$ cat src/rtl/btn_event_ctrl_if.sv
// rtl/btn_event_ctrl_if.sv - button level in, UI event pulses and press count out
interface btn_event_ctrl_if;
    logic       i_btn;
    logic       o_press;
    logic       o_release;
    logic       o_long;
    logic       o_repeat;
    logic       o_held;
    logic [7:0] o_press_cnt;

    modport master (
        output i_btn,
        input  o_press, o_release, o_long, o_repeat, o_held, o_press_cnt
    );

    modport slave (
        input  i_btn,
        output o_press, o_release, o_long, o_repeat, o_held, o_press_cnt
    );
endinterface

$ cat src/rtl/btn_event_ctrl.sv
// rtl/btn_event_ctrl.sv - turns a debounced button level into press/release/long/repeat events
module btn_event_ctrl #(
    parameter logic        ACTIVE_LEVEL = 1'b1,
    parameter int unsigned LONG_CNT     = 30_000_000,
    parameter int unsigned REPEAT_CNT   = 6_000_000,
    parameter logic        REPEAT_EN    = 1'b1,
    parameter int unsigned CNT_W        = 25
) (
    input  logic                clk,
    input  logic                rst,
    btn_event_ctrl_if.slave     bus
);

    typedef enum logic [1:0] {
        IDLE  = 2'd0,
        PRESS = 2'd1,
        HOLD  = 2'd2
    } state_t;

    localparam logic [CNT_W-1:0] LONG_LAST   = CNT_W'(LONG_CNT - 1);
    localparam logic [CNT_W-1:0] REPEAT_LAST = CNT_W'(REPEAT_CNT - 1);

    state_t           state, state_nxt;
    logic [CNT_W-1:0] cnt, cnt_nxt;
    logic [7:0]       press_cnt, press_cnt_nxt;
    logic             press_q, release_q, long_q, repeat_q, held_q;
    logic             press_nxt, release_nxt, long_nxt, repeat_nxt;
    logic             act;

    assign act = (bus.i_btn == ACTIVE_LEVEL);

    always_ff @(posedge clk or negedge rst) begin
        if (!rst) begin
            state     <= IDLE;
            cnt       <= '0;
            press_cnt <= '0;
            press_q   <= 1'b0;
            release_q <= 1'b0;
            long_q    <= 1'b0;
            repeat_q  <= 1'b0;
            held_q    <= 1'b0;
        end else begin
            state     <= state_nxt;
            cnt       <= cnt_nxt;
            press_cnt <= press_cnt_nxt;
            press_q   <= press_nxt;
            release_q <= release_nxt;
            long_q    <= long_nxt;
            repeat_q  <= repeat_nxt;
            held_q    <= (state_nxt != IDLE);
        end
    end

    // Release is tested before the thresholds so it wins on a coincident edge.
    always_comb begin
        state_nxt     = state;
        cnt_nxt       = cnt;
        press_cnt_nxt = press_cnt;
        press_nxt     = 1'b0;
        release_nxt   = 1'b0;
        long_nxt      = 1'b0;
        repeat_nxt    = 1'b0;
        case (state)
            IDLE: begin
                cnt_nxt = '0;
                if (act) begin
                    state_nxt     = PRESS;
                    press_nxt     = 1'b1;
                    press_cnt_nxt = press_cnt + 8'd1;
                end
            end
            PRESS: begin
                if (!act) begin
                    state_nxt   = IDLE;
                    cnt_nxt     = '0;
                    release_nxt = 1'b1;
                end else if (cnt == LONG_LAST) begin
                    state_nxt = HOLD;
                    cnt_nxt   = '0;
                    long_nxt  = 1'b1;
                end else begin
                    cnt_nxt = cnt + 1'b1;
                end
            end
            HOLD: begin
                if (!act) begin
                    state_nxt   = IDLE;
                    cnt_nxt     = '0;
                    release_nxt = 1'b1;
                end else if (cnt == REPEAT_LAST) begin
                    cnt_nxt    = '0;
                    repeat_nxt = REPEAT_EN;
                end else begin
                    cnt_nxt = cnt + 1'b1;
                end
            end
            default: begin
                state_nxt = IDLE;
                cnt_nxt   = '0;
            end
        endcase
    end

    assign bus.o_press     = press_q;
    assign bus.o_release   = release_q;
    assign bus.o_long      = long_q;
    assign bus.o_repeat    = repeat_q;
    assign bus.o_held      = held_q;
    assign bus.o_press_cnt = press_cnt;

endmodule

$ cat src/flat_wrapper.sv
// flat-port wrapper written by rule: the top's interface ports become plain ports
module btn_event_ctrl_flat 
#(
    parameter logic        ACTIVE_LEVEL = 1'b1,
    parameter int unsigned LONG_CNT     = 30_000_000,
    parameter int unsigned REPEAT_CNT   = 6_000_000,
    parameter logic        REPEAT_EN    = 1'b1,
    parameter int unsigned CNT_W        = 25
)
  (clk, rst, bus_i_btn, bus_o_press, bus_o_release, bus_o_long, bus_o_repeat, bus_o_held, bus_o_press_cnt);
  btn_event_ctrl_if bus_i ();
  input  logic clk;
  input  logic rst;
  input wire logic [$bits(bus_i.i_btn)-1:0] bus_i_btn;
  output wire logic [$bits(bus_i.o_press)-1:0] bus_o_press;
  output wire logic [$bits(bus_i.o_release)-1:0] bus_o_release;
  output wire logic [$bits(bus_i.o_long)-1:0] bus_o_long;
  output wire logic [$bits(bus_i.o_repeat)-1:0] bus_o_repeat;
  output wire logic [$bits(bus_i.o_held)-1:0] bus_o_held;
  output wire logic [$bits(bus_i.o_press_cnt)-1:0] bus_o_press_cnt;
  assign bus_i.i_btn = bus_i_btn;
  assign bus_o_press = bus_i.o_press;
  assign bus_o_release = bus_i.o_release;
  assign bus_o_long = bus_i.o_long;
  assign bus_o_repeat = bus_i.o_repeat;
  assign bus_o_held = bus_i.o_held;
  assign bus_o_press_cnt = bus_i.o_press_cnt;
  btn_event_ctrl #(.ACTIVE_LEVEL(ACTIVE_LEVEL), .LONG_CNT(LONG_CNT), .REPEAT_CNT(REPEAT_CNT), .REPEAT_EN(REPEAT_EN), .CNT_W(CNT_W)) u_core (.clk(clk), .rst(rst), .bus(bus_i));
endmodule
$ cat config.mk
export PLATFORM = sky130hd
export DESIGN_NAME = btn_event_ctrl_flat
export DESIGN_NICKNAME = d
export VERILOG_FILES = /design/src/rtl/btn_event_ctrl_if.sv /design/src/rtl/btn_event_ctrl.sv /design/src/flat_wrapper.sv
export SDC_FILE = /design/constraint.sdc
export NUM_CORES = 1
export LEC_CHECK = 0
export BUFFER_PORTS_ARGS = -buffer_cell sky130_fd_sc_hd__buf_2
export CAP_MARGIN = 15
export CORE_ASPECT_RATIO = 1.2
export CORE_MARGIN = 2
export CORE_UTILIZATION = 60
export CTS_CLUSTER_DIAMETER = 50
export DETAILED_ROUTE_END_ITERATION = 12
export HOLD_SLACK_MARGIN = 0.12
export PLACE_DENSITY = 0.76
export SETUP_SLACK_MARGIN = 0.5
export SLEW_MARGIN = 20
export SYNTH_ARGS = -nofsm -noshare
export SYNTH_HDL_FRONTEND = slang
export SYNTH_SLANG_ARGS = --single-unit
$ cat constraint.sdc
create_clock -name clk -period 2.8 [get_ports clk]
set_input_delay 0.56 -clock clk [delete_from_list [all_inputs] [get_ports clk]]
set_output_delay 0.56 -clock clk [all_outputs]
set_load 0.01 [all_outputs]
## After elaboration in Yosys (flattened, before gate mapping)

Cells that the tools add are included.
Widths: inputs -> output; s select.

| storage, ports and cells | value |
|---|---|
| flip-flop bits (word level) | 40 |
| input bits | 3 |
| output and inout port bits | 13 |
| word-level logic and storage cells | 38 |

| cells by class | value |
|---|---|
| $add $sub $neg | 2 |
| equal/unequal tests | 4 |
| multiplexer cells | 20 |
| reductions and logical operators | 4 |

Operators by type and width:

| kind | number |
|---|---|
| $mux 25 | 4 |
| $pmux 25 s2 | 1 |
| $add 25x1->25 const B | 1 |
| $eq 25x23->1 const B | 1 |
| $eq 25x25->1 const B | 1 |
| $mux 1 | 10 |
| $add 8x1->8 const B | 1 |
| $mux 2 | 4 |
| $pmux 2 s3 | 1 |
| $eq 2x1->1 const B | 1 |
| $eq 2x2->1 const B | 1 |
| $logic_not 2->1 | 1 |
| $reduce_and 2->1 | 1 |
| $reduce_bool 2->1 | 1 |
| $reduce_or 2->1 | 1 |

## Longest topological paths before layout

| logic depth | value |
|---|---|
| depth after elaboration | 5 |
| depth in mapped cells | 7 |
| gate-level depth less buffers | 7 |

## Least setup slack after synthesis

Ideal clock, no wire load.

| timing | value |
|---|---|
| path kind | flip-flop to flip-flop |
| start | register u_core.cnt[23] |
| end | register u_core.cnt[11] |
| arrival | 1.625 ns |
| data required time | 2.681 ns |
| slack | 1.056 ns |
| stages on the path, launching flop included | 7 |
| path buffers | 1 |
| cell sequence | dfrtp_1 or4bb_1 nor4_1 nand2_1 a2bb2oi_4 buf_6 nor2_1 |

| on the way | value |
|---|---|
| longest elaborated chain between the ends | 4 |
| elaborated cells between the ends (all ways) | 7 |

Ends and longest elaborated chain:

| item | RTL line | RTL |
|---|---|---|
| start, declared | btn_event_ctrl.sv:24 | `logic [CNT_W-1:0] cnt, cnt_nxt;` |
| start signal, assigned | btn_event_ctrl.sv:44 | `cnt <= cnt_nxt;` |
| $eq 25x23->1 or $eq 25x25->1 (tied branches) | btn_event_ctrl.sv:90, btn_event_ctrl.sv:77 |  |
| $mux 25 (on tied branches) | btn_event_ctrl.sv:90, btn_event_ctrl.sv:77 |  |
| $mux 25 (on tied branches) | btn_event_ctrl.sv:86, btn_event_ctrl.sv:73 |  |
| $pmux 25 s2 * | btn_event_ctrl.sv:63 | `case (state)` |
| net u_core.cnt_nxt[11] | btn_event_ctrl.sv:24 |  |

Mark *: on every way through the listed nets, which the timed path passes. The rest lies on a longest branch.
A chain may end at the register's enable or synchronous reset.

## Final worst setup path

| timing | value |
|---|---|
| start | register u_core.cnt[23] |
| end | register u_core.cnt[6] |

The elaborated chain is that of the path after synthesis.

==> impl.org <==
** Outcome
- The flow ran to the end, and the final reports show no timing, DRC or antenna violations.

** Worst setup path
- Class of the most critical setup path :: flop to flop
- In this run the worst path has a maximum fanout of 25.
- Critical path's top delay family :: simple AND/OR/NAND/NOR gates
- Worst Setup SP :: u_core.cnt[23]
- The worst setup path is launched from a flop.
- Slack of the worst reg-to-reg path :: 690 ps
- Critical Path RT :: 3010 ps
- Critical register-to-register path startpoint :: u_core.cnt[23]
- Cells along the critical path :: or4bb_1 > nor4_1 > nand2_1 > a2bb2oi_4 > nor2_1
- For this design, the slowest cell found on the critical path is or4bb_1.
- Logic depth of the worst register-to-register path :: 5
- Data arrives at the worst endpoint at 2320 ps.
- Kind of capture point of the worst setup path :: flop
- Worst path max stage delay :: 520 ps
- Number of buffer and inverter instances along the worst setup path :: 0
- Crit Reg-Reg Endpoint :: u_core.cnt[6]

** Layout
- The area growth from synthesis to layout is 7.64%.
- Of the cells placed in the final design, the portion with a size suffix greater than 1 is 15.4%.
- Final nets :: 209
- Most common library cell in the layout ignoring fill and taps :: dfrtp_1
- The number of antenna diodes in the final layout is 0.
- Filler instances :: 247
- The count of cells in the finished layout, fillers not included, comes to 237.
- Sequential cell area :: 0.00100 mm2
- Leading cell types in the layout, fill and taps excluded :: dfrtp_1 (40), nor2_1 (30), xnor2_1 (16)
- Area of the multi-input gates :: 923 um2
- Final std cell area, no fill :: 0.00212 mm2
- Cells fill 68.6% of the core in the end.

** Route
- Wirelength, routed :: 3350 um
- Wire segments on met2 add up to 1740 um in the final route.
- Once detail routing completed, the nets flagged for antenna violations numbered 0.
- First DRT Iteration DRCs :: 65
- Post-DR vias/cell :: 5.78
- In the routed design, unresolved DRC markers number 0.
- Average wire per standard cell :: 14.1 um
- Top Layer Used :: met4
- The routed layout has 1371 vias.
- Post-Route M1 WL :: 1430 um
- Total met3 wirelength after detailed routing :: 111 um
- For this run, the detailed router's first-pass iteration total came to 4.

** GRT
- Global-route usage over all layers :: 20.6%
- Pin count of the biggest net entering global routing :: 41
- Remaining global-route overflow :: 0
- The first global-routing pass estimated 5950 um of wire.
- The via count of the first global-routing pass was 1393.
- Number of antenna violations at the first check in global routing :: 0

** Timing
- For the final database, setup skew stands at 15.4 ps.
- Post-route minimum period :: 2110 ps
- Worst hold-check slack :: 298 ps
- Setup repair after global routing missed its margin :: no
- Measured against its own limit, the worst slew margin works out to 44.1%.
- Derived from the worst setup path, the maximum achievable clock frequency is 474 MHz.
- Fin Setup TNS :: 0 ps
- Worst Tran Pin Value :: 839 ps
- Max Transition Viols Final :: 0
- Post-route fraction of the period consumed by the critical path :: 75.4%
- After layout, the worst setup slack is 689 ps.
- Setup violations remaining at the end of the flow were counted as 0.
- Fin. Hold Viols :: 0

** Synthesis
- Summing every instance area after synthesis gives 0.00197 mm2.
- Instance count of the mapped netlist :: 181
- The average instance in the mapped netlist occupies 10.9 um2.
- Warning count from the yosys run :: 0
- Number of register bits inferred by synthesis :: 40
- Synth unique cells :: 34
- Of the synthesized area, sequential elements account for 50.9%.
- The number of nets handed over by synthesis was 190.

** Power
- Leakage component of the power :: 0.951 nW
- Power comes to 1.29 mW.
- VDD IR max :: 0.000457 V
- Power per cell area :: 611 mW/mm2

** Die
- During I/O placement, the number of pins put on the boundary was 16.
- Y dimension of the die :: 66.7 um
- The die covers 0.00375 mm2.
- Starting density of the core :: 63.8%
- Placement row count :: 22
- Core Footprint :: 0.00308 mm2
- The die is 56.3 um wide.

** Place
- Detail Placement HPWL :: 2380 um
- Total placed instance area :: 0.00206 mm2
- Total of buffers placed on input and output ports :: 15
- Once placement completed, the tool counted placed cells totaling 229.
- Prior to clock tree synthesis, the placed netlist has a worst setup slack of 654 ps.
- Final weighted congestion in routability-driven placement :: 0.805

** Min path
- In this run the worst hold path is classified as input pin to asynchronous set/reset pin.

** CTS
- Post-CTS repair timing setup buffer count :: 0
- After clock tree synthesis, the flow added hold-fix buffers numbering 0.
- TritonCTS built the clock tree.
- Clock Pin Slew Worst Setup and Hold Paths :: 130 ps
- Cell chosen for the clock root :: clkbuf_4
- Number of levels in the clock H-tree :: 2
- Clock latency of the later-clocked register in the worst-skew pair :: 350 ps
- The number of clock buffers added by TritonCTS is 5.
- The clock passes through at most 2 buffers.
- Clock sink count :: 40
- The number of gates resized after CTS was 0.

** Run
- # Max-Cap Violations :: 0
## worst max-delay path by stage
stage	slack, ps	end	cells past startpoint
after floorplan	1060	u_core.cnt[11]	6
after global placement	740	u_core.cnt[3]	5
after detailed placement	650	u_core.cnt[20]	5
after CTS	630	u_core.cnt[20]	5
after global routing	510	u_core.cnt[21]	5
final	690	u_core.cnt[6]	5
## routing by layer
layer | global-route usage, % | up-vias
met3 | 5.24 | 9
met5 | 0 | -
li1 | - | 660
met1 | 22.1 | 683
met2 | 37.1 | 19
met4 | 11.0 | 0
## power breakdown
group	internal [mW]	switching, mW	leakage [nW]
clock network	0.0965	0.188	0.0349
logic	0.134	0.167	0.374
registers	0.646	0.0625	0.542
## kinds of logic (layout without fill, tap and decap cells)
kind of cell / Yosys count / in the layout / share of synthesized area (%)
AO/OA/AOI/OAI: 8 / 8 / 3.69
XOR/XNOR: 30 / 30 / 13.4
adder cells (fa/ha/maj): 6 / 6 / 3.82
multiplexers: 1 / 1 / 0.573
AND/OR/NAND/NOR: 89 / 89 / 25.5
buffers and inverters: 7 / 27 / 2.10
flip-flops: 40 / 40 / 50.9
## worst register-to-register path, cell delays in order (launching register included)
cell and delay, ps:
dfrtp_1 440, or4bb_1 520, nor4_1 230, nand2_1 150
a2bb2oi_4 510, nor2_1 120
## cell usage after synthesis
library cell   n  share of area (%)
or2_2          1               0.32
nor4_4         1                1.1
nor4b_1        1               0.45
buf_6          2                1.1
xnor2_1       16                7.1
a21oi_1        2               0.51
nand4bb_1      2                1.1
a211oi_1       1               0.38
nand3_1       13                3.3
and3_1         8                2.5
and4b_1        1               0.51
nand4b_1       2               0.89
and3_2         1               0.38
or4bb_1        1               0.57
a22oi_1        1               0.38
o21a_1         1               0.38
and4_1         1               0.45
nor2_1        30                5.7
nand4_4        1                1.1
nor4_2         2                1.3
nor4_1         4                1.3
xor2_1        14                6.2
ha_1           6                3.8
o22ai_1        1               0.32
clkbuf_1       1               0.19
nor2b_1        2               0.64
a21o_1         1               0.38
dfrtp_1       40                 51
inv_1          4               0.76
mux2_2         1               0.57
nand2_1       14                2.7
nor3_1         1               0.25
nand4_1        3               0.95
a2bb2oi_4      1                1.3
## flip-flops by register name (all words and copies together), names as in the netlist
register	cells
u_core.bus.o_repeat	1
u_core.bus.o_long	1
u_core.bus.o_held	1
u_core.bus.o_press	1
u_core.bus.o_release	1
u_core.state	2
u_core.bus.o_press_cnt	8
u_core.cnt	25
## final cells by class
class,instances,share of cell area (%)
flip-flops and latches,40,47.3
well taps,36,2.13
inverters,4,0.710
repair buffers,15,3.55
clock buffers,5,1.77
multi-input cells,134,43.6
clock inverters,3,0.887
No activity file was read; power rests on OpenSTA's default activity.
